`src/rtl/subsample_8x8_pkg.sv`:
```
// Shared definitions for the 4:2:0 chroma subsampler: channel tags, widths and pixel type.
package subsample_8x8_pkg;
  localparam int unsigned CH        = 3;
  localparam int unsigned CH_W      = $clog2(CH + 1);
  localparam int unsigned PIX_W_DEF = 8;
  localparam int unsigned IN_PIX    = 8;
  localparam int unsigned OUT_PIX   = 4;

  localparam logic [CH_W-1:0] CH_Y  = 2'b00;
  localparam logic [CH_W-1:0] CH_CB = 2'b01;
  localparam logic [CH_W-1:0] CH_CR = 2'b10;

  typedef logic [PIX_W_DEF-1:0] pixel_t;
endpackage

```
`src/rtl/subsample_8x8_if.sv`:
```
// Row-beat handshake bundle: 8-pixel input rows in, 4-pixel averaged rows out.
interface subsample_8x8_if
  import subsample_8x8_pkg::*;
#(
  parameter int unsigned PIX_W = PIX_W_DEF
) ();
  logic [CH_W-1:0]                ch_in;
  logic                           valid_in;
  logic                           ready_in;
  logic [IN_PIX-1:0][PIX_W-1:0]   row_in;
  logic                           valid_out;
  logic                           ready_out;
  logic [OUT_PIX-1:0][PIX_W-1:0]  row_out;
  logic [CH_W-1:0]                ch_out;
  logic                           last_out;

  modport master (
    output ch_in, valid_in, row_in, ready_out,
    input  ready_in, valid_out, row_out, ch_out, last_out
  );

  modport slave (
    input  ch_in, valid_in, row_in, ready_out,
    output ready_in, valid_out, row_out, ch_out, last_out
  );
endinterface

```
`src/rtl/subsample_8x8_avg4.sv`:
```
// Combinational 2x2 average: stored horizontal pair sum plus two new pixels.
// SUBSAMPLE_ROUND_EN selects round-half-up; otherwise the average truncates.
module subsample_avg4
  import subsample_8x8_pkg::*;
#(
  parameter int unsigned PIX_W = PIX_W_DEF
) (
  input  logic [PIX_W:0]   i_pair_sum,
  input  logic [PIX_W-1:0] i_pix_a,
  input  logic [PIX_W-1:0] i_pix_b,
  output logic [PIX_W-1:0] o_avg
);
  logic [PIX_W+1:0] w_sum;

  assign w_sum = {1'b0, i_pair_sum} + {2'b00, i_pix_a} + {2'b00, i_pix_b};

`ifdef SUBSAMPLE_ROUND_EN
  logic [PIX_W+1:0] w_rnd;
  // Max sum is 4*(2^PIX_W-1), so adding 2 cannot overflow PIX_W+2 bits.
  assign w_rnd = w_sum + (PIX_W+2)'(2);
  assign o_avg = PIX_W'(w_rnd >> 2);
`else
  assign o_avg = PIX_W'(w_sum >> 2);
`endif
endmodule

```
`src/rtl/subsample_8x8.sv`:
```
// 8x8 -> 4x4 chroma subsampler: even rows park pair sums, odd rows emit one averaged row.
// Averaging mode is set by SUBSAMPLE_ROUND_EN inside subsample_avg4.
module subsample_8x8
  import subsample_8x8_pkg::*;
#(
  parameter int unsigned PIX_W = PIX_W_DEF
) (
  input  logic            clock,
  input  logic            reset_n,
  subsample_8x8_if.slave  bus
);
  logic [2:0]                     r_row_cnt;
  logic [CH_W-1:0]                r_ch;
  logic [CH_W-1:0]                r_ch_out;
  logic [OUT_PIX-1:0][PIX_W-1:0]  r_row_out;
  logic                           r_valid;
  logic                           r_last;
  logic                           w_accept;
  logic [OUT_PIX-1:0][PIX_W-1:0]  w_avg;

  // Only an odd row needs the output register, so only odd rows can stall.
  assign bus.ready_in  = !(r_row_cnt[0] && r_valid && !bus.ready_out);
  assign w_accept      = bus.valid_in && bus.ready_in;

  assign bus.valid_out = r_valid;
  assign bus.row_out   = r_row_out;
  assign bus.ch_out    = r_ch_out;
  assign bus.last_out  = r_last;

  generate
    for (genvar gi = 0; gi < OUT_PIX; gi++) begin : g_col
      logic [PIX_W:0] r_hbuf;

      always_ff @(posedge clock or negedge reset_n) begin
        if (!reset_n) begin
          r_hbuf <= '0;
        end else if (w_accept && !r_row_cnt[0]) begin
          r_hbuf <= {1'b0, bus.row_in[2*gi]} + {1'b0, bus.row_in[2*gi+1]};
        end
      end

      subsample_avg4 #(.PIX_W(PIX_W)) u_avg (
        .i_pair_sum (r_hbuf),
        .i_pix_a    (bus.row_in[2*gi]),
        .i_pix_b    (bus.row_in[2*gi+1]),
        .o_avg      (w_avg[gi])
      );
    end
  endgenerate

  always_ff @(posedge clock or negedge reset_n) begin
    if (!reset_n) begin
      r_row_cnt <= 3'd0;
      r_ch      <= '0;
      r_ch_out  <= '0;
      r_row_out <= '0;
      r_valid   <= 1'b0;
      r_last    <= 1'b0;
    end else begin
      if (w_accept) begin
        r_row_cnt <= r_row_cnt + 3'd1;
        if (r_row_cnt == 3'd0) begin
          r_ch <= bus.ch_in;
        end
      end
      // A reload on the draining edge takes priority, giving back-to-back output rows.
      if (w_accept && r_row_cnt[0]) begin
        r_row_out <= w_avg;
        r_valid   <= 1'b1;
        r_ch_out  <= r_ch;
        r_last    <= (r_row_cnt == 3'd7);
      end else if (r_valid && bus.ready_out) begin
        r_valid   <= 1'b0;
      end
    end
  end
endmodule
```
`src/flat_wrapper.sv`:
```
// flat-port wrapper written by rule: the top's interface ports become plain ports
module subsample_8x8_flat import subsample_8x8_pkg::*;
#(
  parameter int unsigned PIX_W = PIX_W_DEF
)
  (clock, reset_n, bus_ch_in, bus_valid_in, bus_row_in, bus_ready_out, bus_ready_in, bus_valid_out, bus_row_out, bus_ch_out, bus_last_out);
  subsample_8x8_if #(.PIX_W(PIX_W)) bus_i ();
  input  logic clock;
  input  logic reset_n;
  input wire logic [$bits(bus_i.ch_in)-1:0] bus_ch_in;
  input wire logic [$bits(bus_i.valid_in)-1:0] bus_valid_in;
  input wire logic [$bits(bus_i.row_in)-1:0] bus_row_in;
  input wire logic [$bits(bus_i.ready_out)-1:0] bus_ready_out;
  output wire logic [$bits(bus_i.ready_in)-1:0] bus_ready_in;
  output wire logic [$bits(bus_i.valid_out)-1:0] bus_valid_out;
  output wire logic [$bits(bus_i.row_out)-1:0] bus_row_out;
  output wire logic [$bits(bus_i.ch_out)-1:0] bus_ch_out;
  output wire logic [$bits(bus_i.last_out)-1:0] bus_last_out;
  assign bus_i.ch_in = bus_ch_in;
  assign bus_i.valid_in = bus_valid_in;
  assign bus_i.row_in = bus_row_in;
  assign bus_i.ready_out = bus_ready_out;
  assign bus_ready_in = bus_i.ready_in;
  assign bus_valid_out = bus_i.valid_out;
  assign bus_row_out = bus_i.row_out;
  assign bus_ch_out = bus_i.ch_out;
  assign bus_last_out = bus_i.last_out;
  subsample_8x8 #(.PIX_W(PIX_W)) u_core (.clock(clock), .reset_n(reset_n), .bus(bus_i));
endmodule
```
`config.mk`:
```
export PLATFORM = sky130hd
export DESIGN_NAME = subsample_8x8_flat
export DESIGN_NICKNAME = d
export VERILOG_FILES = /design/src/rtl/subsample_8x8_pkg.sv /design/src/rtl/subsample_8x8_if.sv /design/src/rtl/subsample_8x8_avg4.sv /design/src/rtl/subsample_8x8.sv /design/src/flat_wrapper.sv
export SDC_FILE = /design/constraint.sdc
export NUM_CORES = 1
export LEC_CHECK = 0
export CAP_MARGIN = 40
export CORE_ASPECT_RATIO = 1.25
export CORE_UTILIZATION = 54
export DETAILED_ROUTE_END_ITERATION = 10
export PLACE_DENSITY = 0.86
export RECOVER_POWER = 50
export SLEW_MARGIN = 15
export SYNTH_ARGS = -nofsm -noshare
export SYNTH_HDL_FRONTEND = slang
export SYNTH_HIERARCHICAL = 1
export SYNTH_SLANG_ARGS = --single-unit
```
`constraint.sdc`:
```
create_clock -name clock -period 3.3 [get_ports clock]
set_input_delay 0.495 -clock clock [delete_from_list [all_inputs] [get_ports clock]]
set_output_delay 0.495 -clock clock [all_outputs]
set_load 0.01 [all_outputs]
```
Word-level counts from Yosys, hierarchy flattened
Cells that the tools add are included.

storage, ports and cells
  flip-flop bits (word level) = 77
  bits of input ports = 70
  output and inout bits = 37
  logic and storage cells = 41

operators by class
  add/sub/neg operators = 13
  eq/ne operators = 1
  multiplexer cells = 2
  reduce and logical (&&, ||, !) cells = 12

operator list
  operator                                                        count
  10-bit by 8-bit adder with 10-bit output                        4
  9-bit by 8-bit adder with 10-bit output                         4
  8-bit by 8-bit adder with 9-bit output                          4
  1-bit logical AND                                               6
  3-bit by 1-bit adder with 3-bit output (second input constant)  1
  3-bit equality test (second input constant)                     1
  1-bit logical NOT                                               3
  3-bit logical NOT                                               1
  1-bit two-way mux                                               2
  2-bit AND reduction                                             1
  2-bit nonzero test                                              1

Longest topological paths before layout
  depth after elaboration = 6
  gate-level depth with buffers = 9
  depth with buffers taken out = 9

Modules after synthesis
Netlist, hierarchy kept.

by module, submodules not included
  module                                      instances  cells each  area an instance (µm²)  seq. area each (µm²)
  subsample_8x8                               1          384         4291.6                  1926.8
  subsample_avg4 (u_core.g_col[0].u_avg ...)  2          54          483.0                   0.0
  subsample_avg4 (u_core.g_col[3].u_avg)      1          50          476.7                   0.0
  subsample_avg4 (u_core.g_col[2].u_avg)      1          51          475.5                   0.0

Worst setup path before layout
Ideal clock, no wire load.

  path type = in2reg
  from = in bus_row_in[49]
  to = reg u_core.r_row_out, in the netlist u_core/bus.row_out[31]
  setup time = 125 ps
  arrival = 2439 ps
  required time = 3175 ps
  slack = 736 ps
  cell stages on the path = 9
  path buffers = 0
  cell sequence = inv_1 > fa_1 > nor2_1 > fa_1 > a21o_2 > a21oi_1 > o21a_1 > o21ai_0 > mux2_2

RTL lines
  item                  line                 text
  from (decl)           flat_wrapper.sv:12   input wire logic [$bits(bus_i.row_in)-1:0] bus_row_in;
  to (signal assigned)  subsample_8x8.sv:68  r_row_out <= w_avg;
  to (decl)             subsample_8x8.sv:15  logic [OUT_PIX-1:0][PIX_W-1:0] r_row_out;

==> flow_summary.ini <==
[drt]
viasPerCell = 5.97
vias = 5019
dr.pass1.iters = 8
drc = 6
drt_wl_total_um = 13900
avgRoutedWirePerCell_um = 16.6
antenna_left = 0
drt_iter0_drc = 197

[global_routing]
antenna_found_initial = 0
grt_first_pass_wirelength_um = 24100
grt_max_degree = 68
grt_util_all_layers_pct = 25.2
gr-total-overflow = 0
grt_pass1_vias = 5424

[sta]
setup-violations-final = 0
finalHoldViolations = 0
period_needed_ns = 2.92
whs_ns = 0.485
slew_viol_final = 38
fin_crit_sh_pct = 88.6
worst_slew_pin_slew_ns = 2.22
skew_ns = 0.00805
fmax_mhz = 342
finalSetupTns_ns = 0
slew_headroom_pct = -47.8
rsz0062_at_grt = false

[setup_path]
max_stage_delay_ns = 0.53
crit_buf_inv = 2
crit_path_max_fanout = 3
crit_type = input port to register
r2r-end = u_core/bus.row_out[31]$_DFFE_PN0P_
cp_top_family = adder cells
r2r_cells = 9
start_kind = input port
crit_chain = clkdlybuf4s50_1 -> inv_1 -> fa_1 -> nor2_1 -> fa_1 -> a21o_2 -> a21oi_1 -> o21a_1 -> o21ai_0 -> mux2_2
critPathRequiredTime_ns = 3.52
crit_path_frequent_cell = fa_1
cp-end-kind = register
slowest_stage = fa_1
worst-path-stages = 10
r2r_slack_ns = 0.69
arrival_ns = 3.14
worstSetupStartpoint = bus_row_in[49]
endpoint = u_core/bus.row_out[31]$_DFFE_PN0P_
r2r-start = u_core/g_col[3].r_hbuf[1]$_DFFE_PN0P_

[clocking]
cts_setup_buffers = 0
clk_pin_slew_ns = 0.06
clock-root-buffer = clkbuf_16
cts_hold_buf = 0
max-clock-path-buffers = 2
cts_made_buffers = 9
clock_sinks = 77
cts_tree = built
clk_latency_ns = 0.33
ctsResizeCount = 0
cts-htree-levels = 3

[pwr]
p_sw_w = 0.00224
p_per_area_nw_per_um2 = 770
p_int_w = 0.00372
ir_drop_mv = 0.511
seqPwrFrac_pct = 27.0
total_power_w = 0.00596
power_frac_comb_pct = 55.1
p_clk_share_pct = 17.8
swShare_pct = 37.6
leakage_nw = 3.40

[synthesis]
yosys-top-cells-count = 77 x dfrtp_1, 67 x ha_1, 58 x nand2_1
synthTopCellsByArea = dfrtp_1 31%, ha_1 13%, fa_1 12%
yosysSeqAreaShare_pct = 31.0
synth_top_area_cell = dfrtp_1
yosysUniqueCellTypes = 49
synth_top_area_share_pct = 31.0
synth_fp_nets = 766
yosysWarningCount = 6
yosysMostFrequentCell = dfrtp_1
synth-seq-cells = 77
synth_edf_count = 0
netlist_area_um2 = 6210
synthArstFlopShare_pct = 100
syn_avg_cell_area_um2 = 10.5
syn_inst = 593
synthFlopType = dfrtp_1

[die]
die_w_um = 97.9
pin_count = 107
dieArea_um2 = 11900
core_area_um2 = 11100
dieHeight_um = 122
rows = 43
start_util_pct = 55.8

[finish]
drive_above_1_share_pct = 10.5
area_growth_pct = 24.7
n_antenna_cell = 0
final_cells = 841
design_area_um2 = 7740
nets = 875

[placed_design]
placed_area_um2 = 7440
place_inst = 826
gp_congestion = 0.891
port_buffers = 106
dpl.hpwl_um = 10800

[run_status]
violations = DRC, capacitance limit, slew limit
status = complete, but fails checks

[min_path]
hold_path_class = register to register

[run]
maxCapViolCount = 1
layout by cell type, fill, tap and decap left out, types with 7 or more instances in the layout:
| master | synthesis | routed |
|---|---|---|
| o21ai_0 | 28 | 28 |
| o21bai_1 | 7 | 7 |
| a21o_1 | 10 | 10 |
| fa_1 | 36 | 36 |
| dfrtp_1 | 77 | 77 |
| a211oi_1 | 20 | 20 |
| dlygate4sd3_1 | 0 | 12 |
| nor3_1 | 12 | 12 |
| xor2_1 | 7 | 7 |
| mux2_2 | 39 | 39 |
| nand2_1 | 58 | 58 |
| clkbuf_16 | 0 | 9 |
| nor3b_1 | 10 | 10 |
| xnor2_1 | 17 | 17 |
| ha_1 | 67 | 67 |
| inv_1 | 29 | 29 |
| clkdlybuf4s50_1 | 0 | 93 |
| nor2_1 | 25 | 25 |
| a21oi_1 | 18 | 18 |
| o31ai_1 | 11 | 11 |
| o21a_1 | 18 | 18 |
| nand3_1 | 12 | 12 |
cell type report:
type                    count  area (µm²)
clock buffers              11         243
clock inverters             4        72.6
fillers                   827        3390
inverters                  29         109
multi-input cells         474        4090
flip-flops and latches     77        1930
well taps                 135         169
repair buffers            111        1130
cell families after synthesis:
logic type / after synthesis / synth area share [%]
compound gates: 149 / 17.3
xor+xnor: 24 / 3.39
fa+ha+maj: 103 / 25.1
buf+inv: 42 / 2.98
flops: 77 / 31.0
mux: 39 / 7.07
simple gates: 159 / 13.1
registers in the layout, summed over array words and instances (netlist names):
register / flops
u_core/bus.last_out: 1
u_core/g_col.r_hbuf: 36
u_core/bus.row_out: 32
u_core/bus.valid_out: 1
u_core/r_row_cnt: 3
u_core/bus.ch_out: 2
u_core/r_ch: 2
metal layers:
layer	vias to the layer above	part of all wire (%)	track usage, %
met5	-	0	0
met1	2449	40	28.8
met3	31	4.5	3.61
met4	0	2.5	13.1
met2	147	53	45.6
li1	2392	-	-
worst min-delay path: cells and delay by family (launching register included):
family	cells	cell delay [ns]
flip-flops	1	0.34
AND/OR/NAND/NOR	2	0.11
power groups by stage:
stage               clock, W  sequential, W  combinational (W)
floorplan                  0        0.00168            0.00213
global placement           0        0.00160            0.00312
detailed placement         0        0.00163            0.00328
CTS                  0.00109        0.00162            0.00331
global route         0.00113        0.00166            0.00364
finish               0.00106        0.00161            0.00329
how the worst min path moves through the flow:
stage                                     startpoint  cells past startpoint                                    end
5_1_grt        u_core/g_col[1].r_hbuf[0]$_DFFE_PN0P_                      2  u_core/g_col[1].r_hbuf[0]$_DFFE_PN0P_
4_1_cts                                      reset_n                      1     u_core/bus.row_out[17]$_DFFE_PN0P_
3_5_place_dp   u_core/g_col[1].r_hbuf[1]$_DFFE_PN0P_                      2  u_core/g_col[1].r_hbuf[1]$_DFFE_PN0P_
3_3_place_gp   u_core/g_col[2].r_hbuf[1]$_DFFE_PN0P_                      2  u_core/g_col[2].r_hbuf[1]$_DFFE_PN0P_
6_report       u_core/g_col[1].r_hbuf[1]$_DFFE_PN0P_                      2  u_core/g_col[1].r_hbuf[1]$_DFFE_PN0P_
2_1_floorplan                                reset_n                      0       u_core/bus.ch_out[0]$_DFFE_PN0P_
per-stage QoR:
stage	setup slack [ns]	util [%]
floorplan	0.736	-
global placement	0.118	66.2
detailed placement	0.0599	66.8
CTS	0.397	69.6
global route	0.214	69.5
finish	0.376	69.5
Power figures use the tool's default switching activity.
==> patch (same settings) <==
`PIX_W_DEF`: 8 -> 6.
--- a/src/rtl/subsample_8x8_pkg.sv
+++ b/src/rtl/subsample_8x8_pkg.sv
@@ -2,7 +2,7 @@
 package subsample_8x8_pkg;
   localparam int unsigned CH        = 3;
   localparam int unsigned CH_W      = $clog2(CH + 1);
-  localparam int unsigned PIX_W_DEF = 8;
+  localparam int unsigned PIX_W_DEF = 6;
   localparam int unsigned IN_PIX    = 8;
   localparam int unsigned OUT_PIX   = 4;
 
Interface: changed (resized bus_row_in and bus_row_out); port bits go from 107 to 83. No check against the original RTL was run, so the function may have changed too.
==> patch against the original RTL <==
The run ends with design-rule violations left. Wire length down 28%. Sequential cell count down 16. Area after synthesis down 25%. Worst setup slack better by 0.28 ns. Non-clock buffer count down 22. Final cell count down 27%. Final area down 26%. Combinational power down 30%. First-iteration DRC count down 39%. Count of clock-buffer cells in the layout down 1. Power down 27%. Critical endpoint is now u_core/bus.row_out[15].
==> patch: results (changes against the original RTL) <==
stage	metric	value	unit	change
setup_path	arrival	2.89	ns	-0.25 ns
clock_tree	cts.clk_slew.worst_paths	0.08	ns	+0.02 ns
hold_path	hold_path.class	in2async		
grt	grt_max_degree	27		-60%
floorplanning	num_rows	37		-14%
placed_design	dp_cells	602		-27%
drt	drc_errors	8		+2
timing	fin_skew	0.01096	ns	+0.002909 ns
power_and_ir_drop	pwr-share-comb	0.530		-0.021
timing	tightest_slew	1.433	ns	-0.7830 ns
setup_path	slowest_delay	0.51	ns	-0.02 ns
timing	whs	0.3739	ns	-0.1114 ns
drt	avgRoutedWirePerCell	16.15	µm	-2.6%
cells_and_area	num-multi-input-gates	317		-33%
placed_design	io_buffers	82		-23%
placed_design	placed_area	0.005560	mm²	-25%
synth	seq_area_frac_synth	0.3290		+0.01872
synth	synth.distinct_cells	35		-29%
clock_tree	root_buffer	clkbuf_8		
cells_and_area	fin_nets	649		-26%
synth	ys_ff_latch	61		-21%
drt	drtAntennaViolNets	0		unchanged
setup_path	r2r_cells	8		-1
timing	period_minus_slack	2.648	ns	-0.2759 ns
setup_path	crit_start	bus_row_in[25]		
clock_tree	clk_latency	0.36	ns	+0.03 ns
grt	grt_pass1_vias	3736		-31%
drt	dr.pass1.iters	10		+2
placed_design	finalWeightedCongestion	0.8446		-5.2%
status	violations	design-rule violations		
cells_and_area	area_share_nonclk_buffers	0.1488		+0.002589
synth	synthTopCellsByArea	dfrtp_1 33%, ha_1 14%, fa_1 12%, mux2_4 6.5%, o21ai_0 3.5%		
status	status	complete, but fails checks		
setup_path	reg2reg_slack	0.94	ns	+0.25 ns
placed_design	hpwl	7.877	mm	-27%
power_and_ir_drop	fin_total_pwr	4335	µW	-27%
power_and_ir_drop	vdd_drop_max	0.0003077	V	-40%
cells_and_area	signal_buffers	89		-20%
cells_and_area	num-clock-buffers	10		-1
cells_and_area	inverters_excl_clock	38		+31%
cells_and_area	multi_input_area	0.002882	mm²	-30%
clock_tree	numCtsBuffers	9		unchanged
power_and_ir_drop	internal-power	2771	µW	-26%
cells_and_area	drive_above_1_share	0.1171		+0.01227
cells_and_area	largest_reg_flops	28		-22%
drt	drt_first_iter_violations	120		-39%
cells_and_area	clk_share	0.03894		-0.001772
drt	vias	3459		-31%
grt	grt_util_all_layers	0.2452		-0.006302
cells_and_area	ff_latch_area	0.001526	mm²	-21%
placed_design	post-place-ws	0.2874	ns	+0.2275 ns
synth	synth_common_cells	61 x dfrtp_1, 51 x ha_1, 38 x inv_1, 37 x nand2_1, 32 x o21ai_0		
synth	syn-num-nets	558		-27%
setup_path	endpoint	u_core/bus.row_out[15]		
setup_path	reg2reg_to	u_core/bus.row_out[21]		
synth	syn_area_per_cell	10.92	µm²	+4.2%
cells_and_area	fillers	601		-27%
setup_path	slowest_stage	clkdlybuf4s50_1		
cells_and_area	top_register	u_core/g_col.r_hbuf		
drt	wl	9.978	mm	-28%
==> patch: cell types whose count changed after synthesis, moves of 11 or more <==
cell,before,now
mux2_2,39,11
nand2_1,58,37
mux2_4,0,20
dfrtp_1,77,61
ha_1,67,51
a211oi_1,20,8
nand3_1,12,0
nor3_1,12,0
o31ai_1,11,0
==> patch: kinds of logic after synthesis <==
logic type | count (synthesis) | share of synthesized area
buffers and inverters | 47 | 0.04827
XOR/XNOR | 24 | 0.04531
AND/OR/NAND/NOR | 75 | 0.07659
flip-flops | 61 | 0.3290
adder cells (fa/ha/maj) | 79 | 0.2584
multiplexers | 31 | 0.09142
AO/OA/AOI/OAI | 108 | 0.1510
==> patch: metal layers <==
layer	wire, µm	share of wire	global-route usage
met3	324	0.032	0.05325
met1	3884	0.39	0.2630
met5	0	0	0
met4	296	0.030	0.1235
met2	5472	0.55	0.4495
